<file path="config.mk">
export PLATFORM = sky130hd
export DESIGN_NAME = enemy_formation
export DESIGN_NICKNAME = d
export VERILOG_FILES = /design/src/rtl/enemy_formation.sv
export SDC_FILE = /design/constraint.sdc
export NUM_CORES = 1
export LEC_CHECK = 0
export CAP_MARGIN = 40
export CORE_MARGIN = 1
export CORE_UTILIZATION = 35
export CTS_CLUSTER_SIZE = 20
export DETAILED_ROUTE_END_ITERATION = 8
export PLACE_DENSITY = 0.64
export SLEW_MARGIN = 20
export SYNTH_ARGS = -nofsm -noshare
export SYNTH_HDL_FRONTEND = slang
export SYNTH_SLANG_ARGS = --single-unit
</file>
<file path="constraint.sdc">
create_clock -name vsync -period 43.8 [get_ports vsync]
set_input_delay 8.76 -clock vsync [delete_from_list [all_inputs] [get_ports vsync]]
set_output_delay 8.76 -clock vsync [all_outputs]
set_load 0.005 [all_outputs]
</file>
<file path="src/rtl/enemy_formation.sv">
// Enemy grid controller: 5x12 alive mask, frame-paced march/drop, hit clearing and scoring.
// All state advances once per frame on the vsync rising edge.
module enemy_formation #(
    parameter int COL_PITCH   = 40,
    parameter int ROW_PITCH   = 32,
    parameter int STEP_X      = 4,
    parameter int DROP_Y      = 16,
    parameter int START_X     = 80,
    parameter int START_Y     = 64,
    parameter int LEFT_LIMIT  = 0,
    parameter int RIGHT_LIMIT = 640,
    parameter int INVADE_Y    = 400
) (
    input  logic        vsync,
    input  logic        reset,
    input  logic [3:0]  state,
    input  logic        hit_valid,
    input  logic [2:0]  hit_row,
    input  logic [3:0]  hit_col,
    output logic [59:0] enemy_array,
    output logic [9:0]  formation_x,
    output logic [9:0]  formation_y,
    output logic [15:0] score,
    output logic        invaded
);
    typedef enum logic [3:0] {
        ST_PRESS = 4'd0,
        ST_PLAY  = 4'd1,
        ST_WIN   = 4'd2,
        ST_OVER  = 4'd3
    } game_state_t;

    typedef enum logic {DIR_RIGHT = 1'b0, DIR_LEFT = 1'b1} dir_t;

    localparam int unsigned ROWS = 5;
    localparam int unsigned COLS = 12;

    localparam logic [12:0] COL_P    = 13'(COL_PITCH);
    localparam logic [12:0] ROW_P    = 13'(ROW_PITCH);
    localparam logic [12:0] STEP_W   = 13'(STEP_X);
    localparam logic [12:0] LEFT_W   = 13'(LEFT_LIMIT);
    localparam logic [12:0] RIGHT_W  = 13'(RIGHT_LIMIT);
    localparam logic [12:0] INVADE_W = 13'(INVADE_Y);
    localparam logic [9:0]  STEP_XW  = 10'(STEP_X);
    localparam logic [9:0]  DROP_YW  = 10'(DROP_Y);

    dir_t        dir;
    logic [3:0]  frame_cnt;

    logic [5:0]  alive_cnt;
    logic [11:0] col_any;
    logic [4:0]  row_any;
    logic [3:0]  left_col;
    logic [3:0]  right_col;
    logic [2:0]  bottom_row;
    logic [4:0]  period;
    logic        step_due;
    logic [12:0] edge_left;
    logic [12:0] edge_right;
    logic [12:0] edge_bottom;

    logic        hit_ok;
    logic [5:0]  hit_idx;
    logic [59:0] hit_mask;
    logic [4:0]  hit_pts;
    logic [16:0] score_sum;

    always_comb begin
        alive_cnt = '0;
        col_any   = '0;
        row_any   = '0;
        for (int unsigned r = 0; r < ROWS; r++) begin
            for (int unsigned c = 0; c < COLS; c++) begin
                if (enemy_array[r*COLS + c]) begin
                    alive_cnt  = alive_cnt + 6'd1;
                    col_any[c] = 1'b1;
                    row_any[r] = 1'b1;
                end
            end
        end

        // Ascending scans: last match wins, giving max for R/B and min for L.
        left_col   = '0;
        right_col  = '0;
        bottom_row = '0;
        for (int unsigned c = 0; c < COLS; c++) begin
            if (col_any[c])          right_col = 4'(c);
            if (col_any[COLS-1-c])   left_col  = 4'(COLS - 1 - c);
        end
        for (int unsigned r = 0; r < ROWS; r++) begin
            if (row_any[r]) bottom_row = 3'(r);
        end

        period   = 5'(alive_cnt >> 2) + 5'd1;
        step_due = ({1'b0, frame_cnt} + 5'd1) >= period;

        edge_left   = 13'(formation_x) + 13'(left_col) * COL_P;
        edge_right  = 13'(formation_x) + (13'(right_col) + 13'd1) * COL_P;
        edge_bottom = 13'(formation_y) + (13'(bottom_row) + 13'd1) * ROW_P;

        hit_idx   = 6'(hit_row) * 6'd12 + 6'(hit_col);
        hit_ok    = hit_valid && (hit_row <= 3'd4) && (hit_col <= 4'd11) && enemy_array[hit_idx];
        hit_mask  = hit_ok ? (60'd1 << hit_idx) : '0;
        hit_pts   = (hit_row == 3'd0) ? 5'd30 : (hit_row <= 3'd2) ? 5'd20 : 5'd10;
        score_sum = {1'b0, score} + 17'(hit_pts);
    end

    always_ff @(posedge vsync or posedge reset) begin
        if (reset) begin
            enemy_array <= '1;
            formation_x <= 10'(START_X);
            formation_y <= 10'(START_Y);
            score       <= '0;
            invaded     <= 1'b0;
            dir         <= DIR_RIGHT;
            frame_cnt   <= '0;
        end else begin
            case (state)
                ST_PRESS: begin
                    enemy_array <= '1;
                    formation_x <= 10'(START_X);
                    formation_y <= 10'(START_Y);
                    score       <= '0;
                    invaded     <= 1'b0;
                    dir         <= DIR_RIGHT;
                    frame_cnt   <= '0;
                end
                ST_PLAY: begin
                    enemy_array <= enemy_array & ~hit_mask;
                    if (hit_ok) score <= score_sum[16] ? '1 : score_sum[15:0];
                    // Movement and pacing are judged on the pre-hit mask.
                    if (|enemy_array) begin
                        if (edge_bottom >= INVADE_W) invaded <= 1'b1;
                        if (step_due) begin
                            frame_cnt <= '0;
                            if (dir == DIR_RIGHT) begin
                                if (edge_right + STEP_W > RIGHT_W) begin
                                    formation_y <= formation_y + DROP_YW;
                                    dir         <= DIR_LEFT;
                                end else begin
                                    formation_x <= formation_x + STEP_XW;
                                end
                            end else begin
                                if (edge_left < LEFT_W + STEP_W) begin
                                    formation_y <= formation_y + DROP_YW;
                                    dir         <= DIR_RIGHT;
                                end else begin
                                    formation_x <= formation_x - STEP_XW;
                                end
                            end
                        end else begin
                            frame_cnt <= frame_cnt + 4'd1;
                        end
                    end
                end
                ST_WIN, ST_OVER: ;
                default: ;
            endcase
        end
    end

endmodule
</file>
After elaboration in Yosys (flattened, before gate mapping) --
Index checks and enable logic that the tools add are counted.
Operators by class: multipliers 3, equality and inequality tests 9, order comparisons 8, multiplexer cells 228, $add $sub $neg 73, reductions and logical operators 13, bitwise gates (word level) 2, shift operators 1
Operators with widths (number):
- $add 6x1->6 const B | 59
- $mux 6 | 59
- $pmux 60 s2 | 1
- $mux 1 | 119
- $mux 10 | 10
- $mux 4 | 24
- $and 60x60->60 | 1
- $mux 60 | 1
- $not 60->60 | 1
- $reduce_or 60->1 | 1
- $shl 1x6->60 const A | 1
- $pmux 10 s2 | 2
- $mux 16 | 2
- $pmux 16 s2 | 1
- $add 16x5->17 | 1
- $add 4x1->5 const B | 3
- $add 12x3->13 const B | 1
- $gt 13x10->1 const B | 1
- $add 10x11->12 | 1
- $ne 3x3->1 const B | 4
- $add 10x10->11 | 1
- $add 10x9->11 | 1
- $ge 11x9->1 const B | 1
- $lt 11x3->1 const B | 1
- 28 further kinds | 40
Storage, ports and cells: output and inout port bits 97, register bits 102, input port bits 14, word-level logic and storage cells 344

Logic depth before layout (Yosys ltp) --
depth in word-level cells 124, depth in mapped cells 179, depth with buffers taken out 179

Least setup slack after synthesis --
No wires, ideal clock.
path kind register to register, start register enemy_array[0], end register formation_y[9], path slack 13.602 ns, library setup time 0.078 ns, cell stages (with the launch flop) 171, required time 43.722 ns, data arrival time 30.120 ns, path buffers 1, cell sequence dfstp_2 > inv_1 > ha_1 > buf_4 > xor2_1 > ha_1 > nand2_1 > and3_1 > o21a_1 > o31a_1 > ha_1 > a32o_1 > or3_1 > nand3_1 > o31ai_1 > ha_1 > nor2b_1 > nor3b_1 > [135 not listed] > ha_1 > nand2_1 > xor2_1 > nor2_1 > xnor2_1 > ha_1 > inv_1 > ha_1 > a21o_1 > a21oi_1 > nor2b_1 > o21ai_0 > nand2_1 > nand3_1 > a31oi_1 > nand4_1 > or3_1 > a21oi_1
Between the ends: longest elaborated chain between the ends 123, elaborated cells between the ends (all ways) 135, classes of those cells add/sub (61); mul (1); order compare (2); eq/ne (3); mux (66); reduce/logical (2)
Ends and longest elaborated chain:
- start: declaration | RTL line 20 | output logic [59:0] enemy_array,
- start signal: assignment | RTL line 129 | enemy_array <= enemy_array & ~hit_mask;
- $mux 1 | RTL line 74 | if (enemy_array[r*COLS + c]) begin
- $add 6x1->6 | RTL line 75 | alive_cnt = alive_cnt + 6'd1;
- $mux 6 | RTL line 74
- $add 6x1->6 | RTL line 75
- $mux 6 | RTL line 74
- $add 6x1->6 | RTL line 75
- $mux 6 | RTL line 74
- $add 6x1->6 | RTL line 75
- [107 not listed]
- $add 6x1->6 | RTL line 75
- $mux 6 | RTL line 74
- $add 6x1->6 | RTL line 75
- $mux 6 | RTL line 74
- $add 4x1->5 | RTL line 94 | period = 5'(alive_cnt >> 2) + 5'd1;
- $ge 5x5->1 | RTL line 95 | step_due = ({1'b0, frame_cnt} + 5'd1) >= period;
- $ne 2x2->1 (no source line)
- $reduce_and 5->1 (no source line) *
- end signal: assignment | RTL line 112 | formation_y <= 10'(START_Y);
- end signal: assignment | RTL line 122 | formation_y <= 10'(START_Y);
- end signal: assignment | RTL line 138 | formation_y <= formation_y + DROP_YW;
- end: declaration | RTL line 22 | output logic [9:0] formation_y,
Every way passes the cells marked *; elsewhere a longest branch is shown, timed or not. A chain may end at the register's enable or synchronous reset.

Worst setup path after layout --
Ends and elaborated chain as after synthesis.

==> impl_results.md <==
* Netlist cell types at 96
* Yosys reg bits at 96
* Async SR Flop Fraction at 1.00
* Critical path's slowest cell: dfstp_2
* Post-Synthesis Cells at roughly 2100
* Data arrival time of the critical path at approximately 35000 ps
* Initial DRC Count at approximately 1100
* R2r setup slk at roughly 9500 ps
* Worst setup path class: reg2reg
* Most frequent cells in the layout: nand2_1 (264), xnor2_1 (207), nor2_1 (151), o21ai_0 (149), a21oi_1 (120)
* CP bufs+invs at 3
* IO Pins at about 110
* Post-DR vias/cell at 5.62
* Period utilisation layout at 0.783
* Yosys warning total at 0
* Max Cap Viol at 0
* Most frequent CP cell: ha_1
* Share of cells above drive strength 1 at 0.0983
* Crit-path max FO at 10
* Initial antenna violation count at 0
* Skew-Pair Late Insertion Delay at about 360 ps
* Post-CTS Resized at 0
* H-tree depth at 3
* Final Slew Violations at 0
* CTS tree: yes
* Die outline width at ~220 µm
* Initial Util at 0.354
* Core ar. at approximately 0.047 mm²
* Worst Skew at approximately 11 ps
* Relative slew slack at 0.442
* IO Port Bufs at 104
* Number of buffers inserted by hold repair at cts at 0
* Global-route wire length before repair at 74800 µm
* Most common cell after layout, fill and taps aside: nand2_1
* Setup TNS at 0 ps
* CP max stage delay at roughly 600 ps
* DRC at 0
* Synthesized cell area at around 0.016 mm²
* Number of flops mapped to enable cells by yosys at 0
* Post-DP HPWL at ~36000 µm
* Critical path's top delay family: compound AO/OA/AOI/OAI gates
* CTS Buf Count at 9
* Critical Path Sink Type: flip-flop
* # rows at 79
* GPL Wtd Cong at ~0.90
* Final setup fails at 0
* Worst-Margin Slew at about 830 ps
* Final hold vios at 0
* Status: completed
* # diodes at 0
* Largest net degree at the start of global routing at 72
* Drt total wl at 45900 µm
* RSZ-0062 raised after global routing: no
* Post-synthesis average cell area at 7.87 µm²
* Clock sink total at 96
* Type of the worst min-delay path: reg2reg
* Chip height at ~220 µm
* Via count at roughly 15000
* GRT overflow at 0
* Root Driver: clkbuf_16
* Final ANT Viol Nets at 0
* Min cycle time layout at ~34000 ps
* Area grow syn2layout at 11.0%
* Die area at 0.0480 mm²
* CP required at ~44000 ps
* Vias in the first global route at 14600
* Register area share after synthesis at 0.150
* Avg WL per Cell at ~17 µm
* Clock-pin slew on the worst setup and hold paths at around 80 ps
* Layout fillers at approximately 4700
* Peak Freq at between 20 and 30 MHz
* Total GRT Usage at 0.190
* Most common flop cell mapped by yosys: dfstp_2
* Buffer count from post-CTS setup fixing at 0
* Longest Clk Path Bufs at 2
* Type of origin of the critical path: flip-flop
* First drt pass iteration count at 5
* Fin nets at between 2000 and 2500
-- worst paths after layout --
path,start,endpoint,cells after the start
min in group asynchronous,reset,score[11],2
min reg2reg,score[0],score[0],2
max,enemy_array[0],formation_y[9],171
max in group asynchronous,reset,enemy_array[54],4
min,score[0],score[0],2
max reg2reg,enemy_array[0],formation_y[9],171
-- per-layer routing --
| metal | part of all wire | wire (µm) | vias up | track usage |
|---|---|---|---|---|
| met3 | 0.045 | 2070 | 50 | 0.0191 |
| met2 | 0.48 | 22100 | 370 | 0.325 |
| met4 | 0.015 | 690 | 0 | 0.0454 |
| met5 | 0 | 0 | - | 0 |
| met1 | 0.46 | 21000 | 7418 | 0.254 |
| li1 | - | - | 7521 | - |
-- flip-flops by register name, indices dropped and copies added, names as in the netlist --
signal       count
dir              1
formation_x      8
score           16
formation_y      6
enemy_array     60
frame_cnt        4
invaded          1
-- cell families after synthesis --
family	share of synthesized area
compound gates	0.193
simple gates	0.227
buf+inv	0.0495
xor+xnor	0.230
fa+ha+maj	0.0939
mux	0.0556
flops	0.150
other cells	0.000227
-- cell usage after synthesis, types with 32 or more instances --
library cell,number,area share
nand2_1,264,0.060
xnor2_1,207,0.11
nor2_1,151,0.034
o21ai_0,149,0.045
a21oi_1,120,0.036
ha_1,111,0.084
inv_1,96,0.022
clkbuf_1,94,0.021
xor2_1,68,0.036
dfstp_2,63,0.10
nand3_1,59,0.018
nor3_1,53,0.016
dfrtp_1,33,0.050
nor2b_1,33,0.013
mux2i_1,32,0.019
-- through the flow --
step	utilization	std cells	area [µm²]	hold slack, ps	setup slack [ps]
after detailed placement	0.387	2717	18000	497	9970
after floorplan	-	2104	16500	475	13600
after global routing	0.393	2733	18300	552	6320
after global placement	0.386	2714	17900	488	11080
after CTS	0.393	2733	18300	514	9760
final	0.393	2733	18300	505	9510
-- worst reg2reg max path, delay by kind of cell (launching register included) --
| family | cells | cell delay [ps] |
|---|---|---|
| and+or+nand+nor | 47 | 6680 |
| muxes | 11 | 2460 |
| buffers and inverters | 3 | 220 |
| AOI/OAI and AO/OA | 54 | 9860 |
| DFF | 1 | 600 |
| adders and majority gates | 32 | 9330 |
| xor gates and xnor gates | 24 | 5050 |
-- final cells by class --
type                    instances  area, µm²  share of cell area
clock inverters                 7       95.1             0.00519
flip-flops and latches         96       2480               0.135
well taps                     607        759              0.0415
multi-input cells            1799      13200               0.723
repair buffers                114       1140              0.0620
clock buffers                   9        225              0.0123
inverters                     101        383              0.0209
Power is left out: the tool's default activity adds up to more than one toggle a clock period on the data nets, which glitch-free logic cannot reach.
